## config.mk

```make
export PLATFORM = sky130hd
export DESIGN_NAME = xeng_acc_unload
export DESIGN_NICKNAME = d
export VERILOG_FILES = /design/src/rtl/xeng_pkg.sv /design/src/rtl/xeng_sync_fifo.sv /design/src/rtl/xeng_acc_unload.sv
export SDC_FILE = /design/constraint.sdc
export NUM_CORES = 1
export LEC_CHECK = 0
export CORE_AREA = 4 4 218 220
export DETAILED_ROUTE_END_ITERATION = 7
export DIE_AREA = 0 0 222 224
export PLACE_DENSITY = 0.62
export SYNTH_ARGS = -nofsm -noshare
export SYNTH_HDL_FRONTEND = slang
export SYNTH_SLANG_ARGS = --single-unit
export TNS_END_PERCENT = 50
```

## constraint.sdc

```tcl
create_clock -name clk -period 6.39 [get_ports clk]
set_input_delay 0.639 -clock clk [delete_from_list [all_inputs] [get_ports clk]]
set_output_delay 0.639 -clock clk [all_outputs]
set_load 0.01 [all_outputs]
```

## src/rtl/xeng_pkg.sv

```systemverilog
// Shared X-engine definitions: accumulator width derivation and product indices.
// Used by the dual-pol MAC and by its unload stage.
package xeng_pkg;

    localparam logic [1:0] POL_XX = 2'd0;
    localparam logic [1:0] POL_YY = 2'd1;
    localparam logic [1:0] POL_XY = 2'd2;
    localparam logic [1:0] POL_YX = 2'd3;

    // Product of two BITWIDTH samples, one bit for the complex add, then growth
    // over the parallel and serial accumulation stages.
    function automatic int acc_in_bits(input int bitwidth,
                                       input int p_factor_bits,
                                       input int serial_acc_len_bits);
        return 2 * bitwidth + 1 + p_factor_bits + serial_acc_len_bits;
    endfunction

endpackage

```

## src/rtl/xeng_sync_fifo.sv

```systemverilog
// Synchronous FIFO with first-word-fall-through head; a push into a full FIFO
// is accepted only when a pop happens in the same cycle.
module xeng_sync_fifo #(
    parameter int WIDTH      = 8,
    parameter int DEPTH_BITS = 2
) (
    input  logic                  clk,
    input  logic                  rst,
    input  logic                  push_i,
    input  logic                  pop_i,
    input  logic [WIDTH-1:0]      data_i,
    output logic [WIDTH-1:0]      head_o,
    output logic                  full_o,
    output logic                  empty_o,
    output logic [DEPTH_BITS:0]   level_o
);

    localparam int                DEPTH      = 1 << DEPTH_BITS;
    localparam logic [DEPTH_BITS:0] FULL_LEVEL = (DEPTH_BITS + 1)'(DEPTH);

    logic [WIDTH-1:0]      mem_q [DEPTH];
    logic [DEPTH_BITS-1:0] wr_ptr_q, wr_ptr_d;
    logic [DEPTH_BITS-1:0] rd_ptr_q, rd_ptr_d;
    logic [DEPTH_BITS:0]   level_q, level_d;
    logic                  do_push, do_pop;

    assign do_pop  = pop_i && (level_q != '0);
    assign do_push = push_i && ((level_q != FULL_LEVEL) || do_pop);

    always_comb begin
        wr_ptr_d = do_push ? wr_ptr_q + 1'b1 : wr_ptr_q;
        rd_ptr_d = do_pop  ? rd_ptr_q + 1'b1 : rd_ptr_q;
        level_d  = level_q + (DEPTH_BITS + 1)'(do_push) - (DEPTH_BITS + 1)'(do_pop);
    end

    always_ff @(posedge clk) begin
        if (rst) begin
            wr_ptr_q <= '0;
            rd_ptr_q <= '0;
            level_q  <= '0;
        end else begin
            wr_ptr_q <= wr_ptr_d;
            rd_ptr_q <= rd_ptr_d;
            level_q  <= level_d;
        end
    end

    // NOTE: storage is deliberately not reset; the pointers and level define validity.
    always_ff @(posedge clk) begin
        if (do_push) begin
            mem_q[wr_ptr_q] <= data_i;
        end
    end

    assign head_o  = mem_q[rd_ptr_q];
    assign full_o  = (level_q == FULL_LEVEL);
    assign empty_o = (level_q == '0);
    assign level_o = level_q;

endmodule

```

## src/rtl/xeng_acc_unload.sv

```systemverilog
// X-engine accumulator unload: buffers MAC vectors and streams them as four
// narrowed complex beats. Define XENG_ACC_UNLOAD_SAT_EN for symmetric saturation.
module xeng_acc_unload
    import xeng_pkg::*;
#(
    parameter int BITWIDTH            = 4,
    parameter int P_FACTOR_BITS       = 3,
    parameter int SERIAL_ACC_LEN_BITS = 7,
    parameter int OUT_BITS            = 16,
    parameter int FIFO_DEPTH_BITS     = 2,
    parameter int NUM_BASELINES       = 8,
    localparam int ACC_IN_BITS = acc_in_bits(BITWIDTH, P_FACTOR_BITS, SERIAL_ACC_LEN_BITS),
    localparam int BL_BITS     = (NUM_BASELINES > 1) ? $clog2(NUM_BASELINES) : 1
) (
    input  logic                     clk,
    input  logic                     rst,
    input  logic [8*ACC_IN_BITS-1:0] acc_in_i,
    input  logic                     acc_valid_i,
    output logic [2*OUT_BITS-1:0]    out_data_o,
    output logic [1:0]               out_pol_o,
    output logic [BL_BITS-1:0]       out_baseline_o,
    output logic                     out_last_o,
    output logic                     out_valid_o,
    input  logic                     out_ready_i,
    output logic                     ovf_o,
    output logic                     sat_o
);

    localparam int                   PROD_BITS  = 2 * ACC_IN_BITS;
    localparam logic [BL_BITS-1:0]   BL_LAST    = BL_BITS'(NUM_BASELINES - 1);
    localparam logic [FIFO_DEPTH_BITS:0] LEVEL_ONE = (FIFO_DEPTH_BITS + 1)'(1);

    typedef enum logic {S_IDLE, S_SEND} state_e;

    state_e                   state_q, state_d;
    logic [1:0]               beat_q, beat_d;
    logic [BL_BITS-1:0]       bl_q, bl_d;
    logic                     ovf_q, ovf_d;

    logic                     push, pop;
    logic                     fifo_full, fifo_empty;
    logic [8*ACC_IN_BITS-1:0] head;
    logic [FIFO_DEPTH_BITS:0] level;

    // A capture on a full FIFO still lands if the serialiser frees a slot this cycle.
    assign push = acc_valid_i && (!fifo_full || pop);

    xeng_sync_fifo #(
        .WIDTH      (8 * ACC_IN_BITS),
        .DEPTH_BITS (FIFO_DEPTH_BITS)
    ) u_fifo (
        .clk     (clk),
        .rst     (rst),
        .push_i  (push),
        .pop_i   (pop),
        .data_i  (acc_in_i),
        .head_o  (head),
        .full_o  (fifo_full),
        .empty_o (fifo_empty),
        .level_o (level)
    );

    // XX sits in the most significant product slot, so beat 0 takes the top chunk.
    logic [1:0]                    chunk_idx;
    logic [PROD_BITS-1:0]          prod;
    logic signed [ACC_IN_BITS-1:0] part_re, part_im;

    assign chunk_idx = POL_YX - beat_q;
    assign prod      = head[chunk_idx*PROD_BITS +: PROD_BITS];
    assign part_re   = prod[PROD_BITS-1:ACC_IN_BITS];
    assign part_im   = prod[ACC_IN_BITS-1:0];

`ifdef XENG_ACC_UNLOAD_SAT_EN
    localparam logic signed [ACC_IN_BITS-1:0] SAT_MAX = ACC_IN_BITS'((1 << (OUT_BITS - 1)) - 1);
    localparam logic signed [ACC_IN_BITS-1:0] SAT_MIN = -SAT_MAX;

    function automatic logic [OUT_BITS-1:0] narrow(input logic signed [ACC_IN_BITS-1:0] v);
        if (v > SAT_MAX) return OUT_BITS'(SAT_MAX);
        if (v < SAT_MIN) return OUT_BITS'(SAT_MIN);
        return OUT_BITS'(v);
    endfunction

    logic clamp;
    logic sat_q, sat_d;

    assign clamp = out_valid_o && ((part_re > SAT_MAX) || (part_re < SAT_MIN) ||
                                   (part_im > SAT_MAX) || (part_im < SAT_MIN));
    assign sat_d = sat_q || clamp;

    always_ff @(posedge clk) begin
        if (rst) sat_q <= 1'b0;
        else     sat_q <= sat_d;
    end

    assign sat_o = sat_q;
`else
    function automatic logic [OUT_BITS-1:0] narrow(input logic signed [ACC_IN_BITS-1:0] v);
        return OUT_BITS'(v);
    endfunction

    assign sat_o = 1'b0;
`endif

    // NOTE: every variable driven here gets a default first so no latch can be inferred.
    always_comb begin
        state_d = state_q;
        beat_d  = beat_q;
        bl_d    = bl_q;
        pop     = 1'b0;
        unique case (state_q)
            S_IDLE: begin
                if (!fifo_empty) begin
                    state_d = S_SEND;
                    beat_d  = POL_XX;
                end
            end
            S_SEND: begin
                if (out_ready_i) begin
                    if (beat_q == POL_YX) begin
                        pop    = 1'b1;
                        beat_d = POL_XX;
                        bl_d   = (bl_q == BL_LAST) ? '0 : bl_q + 1'b1;
                        // Only the vector just sent remains and nothing new arrives.
                        if ((level == LEVEL_ONE) && !acc_valid_i) begin
                            state_d = S_IDLE;
                        end
                    end else begin
                        beat_d = beat_q + 1'b1;
                    end
                end
            end
            default: state_d = S_IDLE;
        endcase
        ovf_d = ovf_q || (acc_valid_i && fifo_full && !pop);
    end

    // NOTE: state registers use non-blocking assignments; combinational logic above uses blocking.
    always_ff @(posedge clk) begin
        if (rst) begin
            state_q <= S_IDLE;
            beat_q  <= '0;
            bl_q    <= '0;
            ovf_q   <= 1'b0;
        end else begin
            state_q <= state_d;
            beat_q  <= beat_d;
            bl_q    <= bl_d;
            ovf_q   <= ovf_d;
        end
    end

    assign out_valid_o    = (state_q == S_SEND);
    assign out_data_o     = out_valid_o ? {narrow(part_re), narrow(part_im)} : '0;
    assign out_pol_o      = out_valid_o ? beat_q : '0;
    assign out_baseline_o = out_valid_o ? bl_q : '0;
    assign out_last_o     = out_valid_o && (beat_q == POL_YX) && (bl_q == BL_LAST);
    assign ovf_o          = ovf_q;

endmodule

```

* Word level (Yosys, flattened, before mapping)
Memories as Yosys holds them, arrays and structs flattened. A register that Yosys moved wholly into a read port is not among the register bits.
Cells that the tools add are included.
** Storage, ports and cells
- Input bits :: 156
- Register bits after elaboration :: 14
- Word-level logic and storage cells :: 63
- Output and inout bits :: 41
- Memories kept :: 1
- Bits in writable memories :: 608
** Cells by class
- Multipliers :: 1
- Reduce and logical (&&, ||, !) cells :: 18
- Add/subtract/negate cells :: 7
- Bitwise operators :: 1
- Shifts and indexed selects :: 1
- Eq/ne operators :: 7
- Multiplexer cells :: 20
** Memory list
- u_fifo.mem_q :: depth 4, bits a word 152, read ports 1, clocked after memory_dff 1, wr ports 1, line xeng_sync_fifo.sv:21 : logic [WIDTH-1:0] mem_q [DEPTH];
** Operators by type and width (count)
- 152-bit by 9-bit indexed part select with 35-bit output :: 1
- 32-bit two-way mux :: 1
- 2-bit two-way mux :: 6
- 1-bit two-way mux :: 9
- 1-bit logical AND :: 8
- 2-bit by 5-bit multiplier with 7-bit output (second input constant) :: 1
- 2-bit by 1-bit adder with 2-bit output (second input constant) :: 3
- 3-bit equality test (second input constant) :: 2
- 3-bit two-way mux :: 2
- 2-bit != test (second input constant) :: 2
- 2-bit case mux with 2 select lines :: 1
- 3-bit by 1-bit adder with 3-bit output :: 1
- 3-bit by 1-bit adder with 3-bit output (second input constant) :: 1
- 3-bit by 1-bit equality test with 1-bit output (second input constant) :: 1
- 1-bit zero test :: 3
- 3-bit zero test :: 1
- 1-bit logical OR :: 3
- 3-bit != test (second input constant) :: 1
- 3-bit AND reduction :: 1
- 3-bit nonzero test :: 1
- 3-bit by 1-bit subtractor with 3-bit output :: 1
- 2-bit equality test (second input constant) :: 1
- 1-bit case mux with 2 select lines :: 1
- 2-bit AND reduction :: 1
- other kinds (2) :: 2

* Longest topological paths before layout
Gate-level depths: netlist of run 1.
- Depth after elaboration :: 9
- Depth in mapped cells :: 10
- Depth with buffers taken out :: 10

* Modules after synthesis
Synthesis of run 1 repeated with hierarchy kept, for this count alone.
** Unflattened totals
- Cells, all modules :: 996
- Area, all modules :: 23742.8 um^2
** By module, submodules not included
- xeng_sync_fifo :: area each 22371.5 um^2, sequential area each 18437.7 um^2, cells an instance 842, instances 1
- xeng_acc_unload :: area each 1371.3 um^2, sequential area each 140.1 um^2, cells an instance 154, instances 1

* Least setup slack after synthesis of run 1
No wires, ideal clock.
- Path type :: input -> register
- Start :: input out_ready_i
- End :: memory u_fifo.mem_q[0][0] (netlist name), enable pin
- Data required time :: 5.888 ns
- Setup slack :: 1.777 ns
- Path buffers :: 0
- Library setup time :: 0.502 ns
- Arrival time :: 4.110 ns
- Cell stages on the path :: 3
- Cells stage by stage :: nand3_2 -> a31oi_4 -> and2_1
** Between the ends
- Word-level cells in the longest chain between the ends :: 7
- Elaborated cells between the ends (all ways) :: 9
- Those cells by class :: mux: 4; reduce/logical: 5
** RTL lines
- start, declared :: line xeng_acc_unload.sv:24 : input logic out_ready_i,
- 1-bit two-way mux (*) :: line xeng_acc_unload.sv:118 : if (out_ready_i) begin
- 1-bit two-way mux (*) :: line xeng_acc_unload.sv:110 : unique case (state_q)
- 1-bit logical OR or 1-bit logical AND (tied branches) :: line xeng_acc_unload.sv:46, xeng_sync_fifo.sv:27
- 1-bit logical AND or 1-bit logical OR (tied branches) :: line xeng_acc_unload.sv:46, xeng_sync_fifo.sv:28
- 1-bit logical AND (*) :: line xeng_sync_fifo.sv:28 : assign do_push = push_i && ((level_q != FULL_LEVEL) || do_pop);
- via u_fifo.do_push :: line xeng_sync_fifo.sv:25 : logic do_push, do_pop;
- 1-bit two-way mux (*) :: line xeng_sync_fifo.sv:50 : if (do_push) begin
- 1-bit two-way mux (implied by the code) (*) :: line xeng_sync_fifo.sv:51 : mem_q[wr_ptr_q] <= data_i;
- end, declared :: line xeng_sync_fifo.sv:21
Mark *: on every way through the listed nets, which the timed path passes. The rest lies on a longest branch.

==> results, run 1 <==
- Walking the worst path, the cells encountered are buf_4 -> mux4_2 -> a22oi_1 -> nand2_1 -> clkdlybuf4s50_1.
- The via count of the routed design is 9988.
- The clock tree root driver cell is sky130_fd_sc_hd__clkbuf_16.
- The register area share after synthesis is 77.3%.
- The largest individual stage delay along the critical path comes from the cell sky130_fd_sc_hd__dfxtp_2.
- For this design the static power due to leakage is 7.56 nW.
- The required time of the critical path is 5.75 ns.
- The die span in x is 222 um.
- The area of the mapped netlist is 0.0203 mm^2.
- The arrival time of data at the critical path endpoint is 3.72 ns.
- The endpoint identified for the worst register-to-register timing path is u_fifo.mem_q[2][59].
- The maximum achievable frequency is 0.229 GHz.
- The initial antenna violation count came to 8.
- Synthesis inferred 528 register bits.
- The primary flip-flop cell chosen by synthesis mapping is sky130_fd_sc_hd__edfxtp_1.
- In the final routing, the length of wire on met1 measures 18600 um.
- The post-route clock period utilization is 68.2%.
- The cell total after placement is 1747.
- The initial utilization of the core area, before any placement, comes to 44.9%.
- The startpoint of the worst hold path is u_fifo.rd_ptr_q[1].
- The path class of the tightest hold or removal check is reg2reg.
- The tool flagged a number of max-cap violations equal to 0.
- In this run the number of H-tree levels came out at 2.
- The worst setup path is captured at a primary output.
- The pin count of the biggest net entering global routing is 109.
- The final cell count without fillers is 1843.
- TritonCTS built the clock tree.
- The number of hold buffers added after CTS was 0.
- Once layout is complete, the utilization of the core stands at 53.7%.
- The detailed-routed wire length on met2 is 20900 um.
- The maximum fanout along the worst path is 40.
- After layout, the worst setup slack is 2.03 ns.
- The number of nets in the synthesized netlist is 1180.
- Setup repair after global routing left no endpoint under its margin.
- The sequential cell area is 0.0157 mm^2.
- The number of cells on the worst reg-to-reg path is 5.
- The number of hold violations in the final report came to 0.
- The number of synthesized flops with an enable pin is 512.
- The synthesized area per cell is 20.0 um^2.
- The netlist uses 33 different library cells.
- The maximum root-to-sink buffer count is 3.
- After detailed routing, the number of vias per cell comes to 5.42.
- TritonCTS created 53 clock buffers.
- Setup violations remaining at the end of the flow were counted as 0.
- The post-CTS repair timing setup buffer count is 0.
- The net count reported at finish is 1368.
- OpenSTA, run right after detailed placement, puts the worst setup slack at 2.58 ns.
- The half-perimeter wire length of the detailed placement result is 24700 um.
- The die is 224 um tall.
- For this design, the sink count on the clock tree is 528.
- The number of cell rows is 78.
- For this run, the number of Yosys warnings is 0.
- Clock skew on the completed layout was measured at 0.0135 ns.
- By area the synthesized netlist is led by sky130_fd_sc_hd__edfxtp_1 (76%), sky130_fd_sc_hd__mux4_2 (7.1%), sky130_fd_sc_hd__mux2i_1 (6.5%).
- After detailed routing, the total wire length is 43100 um.
- The synthesized instance count is 1014.
- Global routing used 17.0% of the available tracks.
- The area of the core is 0.0453 mm^2.
- The slew at the pin closest to its max-slew limit is 1.02 ns.
- The cell accounting for the most synthesized area is sky130_fd_sc_hd__edfxtp_1.
- After synthesis, the share of flip-flops with an asynchronous set or reset is 0%.
- The area occupied by multi-input gates is 0.00427 mm^2.
- The share of synthesized area in the top cell type comes to 75.7%.
- Global routing finished with a remaining overflow of 0.
- For this run, the slowest stage of the critical path takes 0.81 ns.
- The flop-to-flop setup slack is 2.96 ns.
- The register clock-pin slew on the reported worst setup and hold paths is 0.06 ns.
- Once the clock tree was built, the resizer swapped 0 gates to a different size.
- Dividing the detail-routed wire length by the instance count gives 23.4 um.
- The start-to-end type of the worst setup path is reg2out.
- The power density relative to cell area is 334 mW/mm^2.
- The total die area is 0.0497 mm^2.
- Routability-driven placement finished with a final weighted congestion of 0.754.
- The met3 wirelength from detailed routing is 2540 um.
- In this run the remaining antenna-violating nets after routing total 0.
- The share of cells above drive strength 1 is 13.2%.
- The number of remaining DRC errors is 0.
- The first-pass iteration count of the detailed router is 5.
- The worst-case IR drop observed on VDD is 0.203 mV.
- The launching element type of the critical path is a register.
- The first global-routing pass estimated 63500 um of wire.
- The worst flop-to-flop path startpoint is beat_q[0].
- The number of cells on the worst hold path is 2.
- Relative to the synthesized area, the layout overhead comes to 19.8%.
- The detailed router used layers up to and including met5.
- The setup TNS after final layout is 0 ns.
- The layout has 3543 filler cells.
- The worst slew margin relative to its limit is 31.8%.
- The number of global-route vias before repair is 10200.
- The final-report max-slew violation count is 0.
- The later pin in the worst-skew pair is clocked with a latency of 0.59 ns.
- The run finished with clean final reports.
- The routed design could run at a clock period as short as 4.36 ns.
- The port buffer count is 171.
- In this run the count of I/O pins placed on the die edge is 197.
- The initial DRC count is 759.
## critical path: cells and delay by family (launching register included)
family,cells,cell delay (ns)
buffers and inverters,2,1.13
DFF,1,0.81
AOI/OAI and AO/OA,1,0.62
muxes,1,0.39
and+or+nand+nor,1,0.14
## sequential cells by signal, summed over array words and instances, names as in the netlist, named ones only
signal,flops
bl_q,3
u_fifo.rd_ptr_q,2
u_fifo.wr_ptr_q,2
u_fifo.level_o,3
u_fifo.mem_q,512
ovf_o,1
out_valid_o,1
beat_q,2
## cells in the final DEF (no fill, tap or decap), types with 8 or more instances in the layout
master                            instances
sky130_fd_sc_hd__nand2_1                 32
sky130_fd_sc_hd__inv_1                    8
sky130_fd_sc_hd__nor2_1                  17
sky130_fd_sc_hd__clkinv_1                12
sky130_fd_sc_hd__ha_1                     9
sky130_fd_sc_hd__mux4_2                  64
sky130_fd_sc_hd__edfxtp_1               512
sky130_fd_sc_hd__dfxtp_1                 14
sky130_fd_sc_hd__clkbuf_1                13
sky130_fd_sc_hd__buf_4                   12
sky130_fd_sc_hd__clkbuf_16               55
sky130_fd_sc_hd__clkdlybuf4s50_1        171
sky130_fd_sc_hd__nand3_1                 32
sky130_fd_sc_hd__mux2i_1                131
sky130_fd_sc_hd__a22oi_1                 95
## how the worst max path moves through the flow
| stage | endpoint | slack, ns | cells after the start |
|---|---|---|---|
| final | out_data_o[12] | 2.03 | 5 |
| after global routing | out_data_o[16] | 1.73 | 6 |
| after CTS | out_data_o[5] | 1.93 | 6 |
| after detailed placement | out_data_o[5] | 2.58 | 6 |
| after global placement | out_data_o[5] | 2.58 | 6 |
| after floorplan | u_fifo.mem_q[0][0] | 1.78 | 3 |
## metrics by stage
step / total power [mW] / cell area (um^2) / hold WS, ns
after CTS: 8.22 / 24300 / 0.518
after global routing: 8.44 / 24300 / 0.540
after detailed placement: 5.25 / 22600 / 0.502
after global placement: 5.22 / 22600 / 0.510
after floorplan: 4.80 / 20300 / 0.476
final: 8.12 / 24300 / 0.517
## per-layer routing
| metal | vias up | track usage, % |
|---|---|---|
| met1 | 5122 | 23.7 |
| li1 | 4523 | - |
| met2 | 260 | 27.3 |
| met5 | - | 0 |
| met4 | 10 | 4.50 |
| met3 | 73 | 4.22 |
## logic make-up after synthesis
group | count (synthesis) | share of synthesized area [%]
other cells | 1 | 0.0185
flops | 528 | 77.3
xor+xnor | 5 | 0.216
mux | 196 | 13.6
compound gates | 104 | 3.87
fa+ha+maj | 10 | 0.653
simple gates | 107 | 2.50
buf+inv | 63 | 1.85
## power by group
group / leakage, nW / switching [mW] / internal [mW] / total [mW]
Combinational: 1.91 / 0.531 / 0.361 / 0.891
Sequential: 4.83 / 0.0835 / 4.18 / 4.26
Clock: 0.818 / 1.22 / 1.74 / 2.96
## cells in the mapped netlist (9+ instances only)
cell type                  number
sky130_fd_sc_hd__nand2_1       32
sky130_fd_sc_hd__buf_2         13
sky130_fd_sc_hd__clkbuf_1      21
sky130_fd_sc_hd__edfxtp_1     512
sky130_fd_sc_hd__mux2i_1      131
sky130_fd_sc_hd__buf_6         11
sky130_fd_sc_hd__nor2_1        18
sky130_fd_sc_hd__a22oi_1       95
sky130_fd_sc_hd__nand3_1       32
sky130_fd_sc_hd__and2_1        11
sky130_fd_sc_hd__mux4_2        64
sky130_fd_sc_hd__ha_1           9
sky130_fd_sc_hd__dfxtp_1       16
## final cells by class
class / instances / share of cell area [%]
Sequential cell: 528 / 64.5
Multi-Input combinational cell: 423 / 17.5
Timing Repair Buffer: 188 / 7.82
Clock buffer: 73 / 6.14
Tap cell: 600 / 3.09
Clock inverter: 21 / 0.756
Inverter: 8 / 0.123
Antenna cell: 2 / 0.0206
Note: power is estimated with default switching activity, not from simulation.
==> run 2: changes to the inputs <==
clock period = 4.19 ns   (was 6.39 ns; I/O delays follow)
==> run 2 against run 1 <==
Compared with the run above: sequential power up 53%; hold slack got worse by 0.055 ns; global-route usage is 0.32 points higher; count of clock-buffer cells in the layout fell by 5; critical path type unchanged; sequential share of layout area down 0.36 points; non-clock buffer count increased by 18; largest cell class unchanged; clock skew rose by 0.0069 ns; die area is the same; via count grew 0.23%; register-to-register slack worse by 1.7 ns.
==> results, run 2 (synthesis results as in run 1) <==
- In the layout the commonest cells are sky130_fd_sc_hd__edfxtp_1 (512), sky130_fd_sc_hd__clkdlybuf4s50_1 (171), sky130_fd_sc_hd__mux2i_1 (131).
- Setup violations remaining at the end of the flow were counted as 0.
- STA classifies the critical path endpoint as a primary output.
- The endpoint identified for the worst register-to-register timing path is u_fifo.mem_q[3][91].
- The total die area is 0.0497 mm^2.
- The share of cells above drive strength 1 is 14.2%.
- After detailed routing, the total wire length is 43600 um.
- For this design the total switching power over the nets is 2.77 mW.
- The level count of the clock H-tree is 2.
- The setup TNS after final layout is 0 ns.
- Once the clock tree was built, the resizer swapped 0 gates to a different size.
- The number of antenna-violating nets in the routed design is 0.
- The launching element type of the critical path is a register.
- Summing all multi-input logic gate instances after layout gives 0.00426 mm^2.
- Entering global routing, the biggest net connects 81 pins.
- The worst reg2reg path depth is 5.
- The clock power share is 35.4%.
- The die is 224 um tall.
- The port buffer count is 171.
- The library cell used most frequently in the layout, excluding fill and tap cells, is sky130_fd_sc_hd__edfxtp_1.
- The number of I/O pins is 197.
- In this run the clock root is driven by a sky130_fd_sc_hd__clkbuf_16.
- The count of hold-fix buffers inserted at cts is 0.
- The placer congestion estimate is 0.732.
- The worst slew margin relative to its limit is 53.2%.
- In this run the static leakage power is 7.63 nW.
- In this run the worst setup path terminates at out_data_o[29].
- The number of CTS-inserted buffers is 51.
- After clock tree synthesis, the clock-pin slew on the worst setup and hold paths is 0.06 ns.
- The worst voltage drop across the vdd grid is 0.308 mV.
- The flow ran to the end, and the final reports show no timing, DRC or antenna violations.
- The flop-to-flop setup slack is 1.23 ns.
- Fill cells in the final layout number 3538.
- The portion of total power attributed to sequential cells is 53.2%.
- In the final design database the tool counted 1384 nets.
- Across all hold checks on the routed design, the worst slack comes to 0.462 ns.
- The first-pass iteration count of the detailed router is 5.
- The start-to-end type of the worst setup path is reg2out.
- The register with the highest flop count is u_fifo.mem_q.
- The arrival time of data at the critical path endpoint is 3.16 ns.
- The longest clock path from root to sink contains 3 buffers.
- The area growth from synthesis to layout is 20.5%.
- The minimum clock period after layout is 3.58 ns.
- In this run the standard cell core region covers 0.0453 mm^2.
- The initial utilization of the core area, before any placement, comes to 44.9%.
- The number of maximum-capacitance violations is 0.
- Static timing analysis puts the maximum clock frequency at 0.279 GHz.
- The portion of total power attributed to combinational logic is 11.4%.
- The initial DRC count is 816.
- The maximum fanout along the worst path is 24.
- Traced cell by cell, the critical path runs through buf_12 -> mux4_2 -> a22oi_1 -> nand2_1 -> clkdlybuf4s50_1.
- The tightest min-delay check is of the in2reg type.
- The global-route wire length before repair is 64900 um.
- In the routed design, unresolved DRC markers number 0.
- For the final database, setup skew stands at 0.0203 ns.
- In the finished design, the share of the clock period the worst path needs comes to 85.5%.
- The number of cell rows is 78.
- The total internal power is 9.43 mW.
- The cell type of the slowest stage on the worst timing path is sky130_fd_sc_hd__dfxtp_4.
- The initial antenna violation count is 8.
- The clock latency reported for the late side of the worst-skew pair is 0.58 ns.
- TritonCTS built the clock tree.
- In this design, the stage delay of the slowest critical-path cell is 0.59 ns.
- The routed wirelength normalized by instance count is 23.4 um.
- Across every metal layer, demand over resource in global routing totals 17.3%.
- In the final layout, flip-flops and latches occupy 0.0157 mm^2.
- Net switching is 22.7% of the power.
- The half-perimeter wire length of the detailed placement result is 26500 um.
- Summed over all layers, the global routing overflow is 0.
- The die span in x is 222 um.
- At the pin with the least slew margin, the transition time is 0.702 ns.
- The number of global-route vias before repair was 10200.
- Setup repair after global routing left no endpoint under its margin.
- The final-report max-slew violation count was 0.
- The routed layout has 10000 vias.
- Dividing total power by cell area gives a power density of 499 mW/mm^2.
- Post-CTS timing repair inserted 0 buffers for setup.
- The register with the most flip-flops in the layout has 512 of them.
- STA puts the critical path data required time at 3.77 ns.
- The number of hold violations in the final report is 0.
- The clock drives 528 sinks.
- Dividing the detail-routed via count by the number of cells gives 5.38.
- The worst flop-to-flop path startpoint is beat_q[0].
-- run 2: cell types whose count changed in the layout (fill, tap and decap cells not counted), sizes merged --
| cell | before | now |
|---|---|---|
| buf | 17 | 35 |
| clkbuf | 73 | 68 |
| clkinv | 17 | 21 |
| diode | 2 | 4 |
| inv | 9 | 8 |
-- run 2: routing by layer --
layer / up-vias / GRT usage (%) / part of all wire [%]
li1: 4569 / - / -
met1: 5095 / 24.5 / 43
met2: 275 / 27.2 / 48
met3: 64 / 3.91 / 6.4
met4: 8 / 5.48 / 2.1
met5: - / 0 / 0.12
-- run 2: worst max-delay path, delay by kind of cell, from the launching register on --
| family | cells | cell delay [ns] |
|---|---|---|
| simple gates | 1 | 0.13 |
| mux | 1 | 0.54 |
| buf+inv | 2 | 0.77 |
| compound gates | 1 | 0.52 |
| flops | 1 | 0.59 |
-- run 2: stage by stage --
step           cells  utilization, %  total power, mW  setup slack, ns  cell area, um^2
6_report        1861            54.0             12.2            0.609            24500
2_1_floorplan   1014               -             7.30           -0.361            20300
4_1_cts         1857            54.0             12.4            0.527            24500
3_3_place_gp    1765            50.6             8.00             1.14            22900
5_1_grt         1858            54.0             12.7            0.377            24500
3_5_place_dp    1765            50.6             8.03             1.15            22900
-- run 2: cell type report --
cell class | instances | area share (%)
flip-flops and latches | 528 | 64.2
multi-input cells | 423 | 17.4
repair buffers | 206 | 8.79
clock buffers | 68 | 5.65
well taps | 600 | 3.07
clock inverters | 24 | 0.752
inverters | 8 | 0.123
diodes | 4 | 0.0409
-- run 2: power groups by stage --
stage	clock network (mW)	logic, mW	registers, mW
after floorplan	0	0.678	6.63
after global placement	0	1.41	6.58
after detailed placement	0	1.42	6.61
after CTS	4.44	1.43	6.50
after global routing	4.66	1.50	6.54
final	4.32	1.39	6.50
-- run 2: worst min-delay path by stage --
stage / startpoint / to / slack (ns) / depth (start not counted)
global route: acc_in_i[123] / u_fifo.mem_q[0][123] / 0.46 / 1
CTS: acc_in_i[40] / u_fifo.mem_q[0][40] / 0.43 / 1
floorplan: bl_q[1] / bl_q[1] / 0.48 / 2
finish: acc_in_i[148] / u_fifo.mem_q[2][148] / 0.46 / 1
global placement: ovf_o / ovf_o / 0.46 / 2
detailed placement: ovf_o / ovf_o / 0.47 / 2
==> run 3: changes to the inputs <==
--- a/config.mk
+++ b/config.mk
@@ -7,6 +7,6 @@
 export LEC_CHECK = 0
-export CORE_AREA = 4 4 218 220
+export CORE_AREA = 4 4 194 196
 export DETAILED_ROUTE_END_ITERATION = 7
-export DIE_AREA = 0 0 222 224
-export PLACE_DENSITY = 0.62
+export DIE_AREA = 0 0 198 200
+export PLACE_DENSITY = 0.76
 export SYNTH_ARGS = -nofsm -noshare
==> constraint.sdc (replaced) <==
create_clock -name clk -period 4.19 [get_ports clk]
set_input_delay 0.838 -clock clk [delete_from_list [all_inputs] [get_ports clk]]
set_output_delay 0.838 -clock clk [all_outputs]
set_load 0.01 [all_outputs]
==> run 3 against run 2 <==
Compared with the run above: final cell count fell by 7.1%; hold slack improved by 0.075 ns; highest routed layer unchanged; via count is 1.4% higher; count of clock-buffer cells in the layout shrank 5; total power grew 1.2%.
==> results, run 3 (synthesis results as in run 1) <==
- The power density relative to cell area is 507 mW/mm^2.
- The critical path is of the reg2out type.
- From synthesis to final layout, the design area changed by 20.0%.
- In this run the core area contains 70 standard-cell rows.
- Once detail routing completed, the nets flagged for antenna violations numbered 0.
- The share of cells above drive strength 1 is 14.2%.
- The first-pass iteration count of the detailed router is 7.
- The detailed router placed 10200 vias in this run.
- The number of flip-flops under the largest register name is 512.
- Clock tree synthesis selected as its root buffer the cell sky130_fd_sc_hd__clkbuf_16.
- The pin count of the biggest net entering global routing is 86.
- The worst path uses 95.0% of the clock period.
- From bottom edge to top edge, the die measures 200 um.
- The summed area of non-filler cells in the final layout is 0.0244 mm^2.
- The worst slew margin relative to its limit is 45.8%.
- For this run, the share of the core covered by cells in the final layout is 67.6%.
- The final-report max-slew violation count is 0.
- The half-perimeter wire length of the detailed placement result is 25100 um.
- Clock-pin slew was measured on the worst setup and hold paths at 0.06 ns.
- The placed instances occupy a cell area of 0.0227 mm^2.
- The clock latency reported for the late side of the worst-skew pair is 0.57 ns.
- The effective utilization at floorplan is 56.3%.
- The number of global-route vias before repair was 10300.
- The analysis attributes to cell leakage a power of 7.64 nW.
- Wires add up to 42100 um.
- The global-route total usage across every layer is 21.1%.
- The launching element type of the critical path is a register.
- At the pin with the least slew margin, the transition time is 0.813 ns.
- The worst-case IR drop observed on VDD is 0.393 mV.
- The CTS tree is built.
- The total grt overflow is 0.
- The number of hold violations in the final report was 0.
- In this run the count of I/O pins placed on the die edge is 197.
- The final layout contains 1380 nets.
- The top cell types in the final layout, fill and taps aside, are sky130_fd_sc_hd__edfxtp_1 (512), sky130_fd_sc_hd__clkdlybuf4s50_1 (171), sky130_fd_sc_hd__mux2i_1 (131).
- The die covers 0.0396 mm^2.
- The count of hold-fix buffers inserted at cts is 0.
- The capturing element type of the critical path is a primary output.
- The maximum achievable frequency is 0.251 GHz.
- The number of remaining DRC errors is 0.
- The number of CTS-inserted buffers is 51.
- The placer congestion estimate is 0.776.
- The sequential cell area is 0.0157 mm^2.
- The area occupied by multi-input gates is 0.00426 mm^2.
- The first global-routing pass estimated 62900 um of wire.
- Between clock sinks in the finished design, the worst skew comes to 0.0209 ns.
- The arrival time of data at the critical path endpoint is 3.14 ns.
- The die is 198 um wide.
- Using the TritonRoute via totals, the vias-per-cell ratio works out to 5.87.
- After layout, the minimum clock period comes to 3.98 ns.
- The number of maximum-capacitance violations is 0.
- At the worst endpoint, the required time is 3.35 ns.
- The floorplan step defined a core boundary enclosing 0.0361 mm^2.
- The initial antenna violation count is 8.
- The final-report setup violation count is 0.
- In the final routed layout, each cell accounts on average for 24.3 um.
- CTS built an H-tree with a depth of 2.
- The register with the highest flop count is u_fifo.mem_q.
- Final hold analysis gives a worst-case slack of 0.537 ns.
- The initial DRC count is 795.
- Summed over all failing endpoints, the final setup total negative slack is 0 ns.
- Setup repair after global routing left no endpoint under its margin.
- During placement, the flow inserted port buffers numbering 171.
- Fill cells in the final layout number 2345.
- The maximum fanout along the worst path is 46.
- The most common cell after layout, fill and taps aside is sky130_fd_sc_hd__edfxtp_1.
- The clock passes through at most 3 buffers.
- The number of clock sinks is 528.
- The path class of the tightest hold or removal check is reg2reg.
- The run finished with clean final reports.
run 3: layer usage:
layer	wire, um	vias up	track usage [%]
met1	17900	5180	31.0
li1	-	4566	-
met2	20500	342	33.0
met5	47	-	0
met4	750	6	5.94
met3	2930	57	4.51
run 3: per-stage QoR:
step | instances | worst slack, ns | power (mW)
final | 1729 | 0.210 | 12.3
after global routing | 1727 | 0.0441 | 12.8
after CTS | 1723 | 0.0995 | 12.5
after detailed placement | 1629 | 0.721 | 8.00
after global placement | 1629 | 0.793 | 7.95
after floorplan | 1014 | -0.622 | 7.30
run 3: final cells by class:
type / instances / share of cell area [%]
clock buffer: 63 / 5.51
tap: 468 / 2.40
timing repair buffer: 202 / 8.76
multi-input combinational: 423 / 17.5
inverter: 8 / 0.123
clock inverter: 31 / 1.26
antenna: 6 / 0.0616
sequential: 528 / 64.4
run 3: worst max-delay path, stage by stage (launching register included):
cell and delay [ns]:
sky130_fd_sc_hd__dfxtp_4 0.57, sky130_fd_sc_hd__buf_12 0.33, sky130_fd_sc_hd__buf_12 0.35, sky130_fd_sc_hd__mux2i_1 0.14
sky130_fd_sc_hd__a22oi_1 0.20, sky130_fd_sc_hd__nand3_1 0.22, sky130_fd_sc_hd__nand2_1 0.15, sky130_fd_sc_hd__clkdlybuf4s50_1 0.57
run 3: worst paths after layout:
check                          start                   to  slack [ns]  cells past startpoint
setup / recovery            register       out_data_o[15]        0.21                      7
setup reg to reg           beat_q[0]  u_fifo.mem_q[2][68]        1.45                      6
hold reg to reg   u_fifo.rd_ptr_q[1]   u_fifo.rd_ptr_q[1]        0.54                      2
hold / removal    u_fifo.rd_ptr_q[1]   u_fifo.rd_ptr_q[1]        0.54                      2
run 3: report_power, final:
group          switching (mW)  internal [mW]  total, mW  leakage (nW)
Sequential              0.131           6.37       6.50          4.83
Clock                    1.84           2.64       4.48         0.800
Combinational           0.797          0.574       1.37          2.02
Total                    2.76           9.59       12.3          7.64
run 3: timing repair:
action,CTS,global route
setup endpoints to repair,0,1
setup buffers,0,0
gates resized for setup,0,1
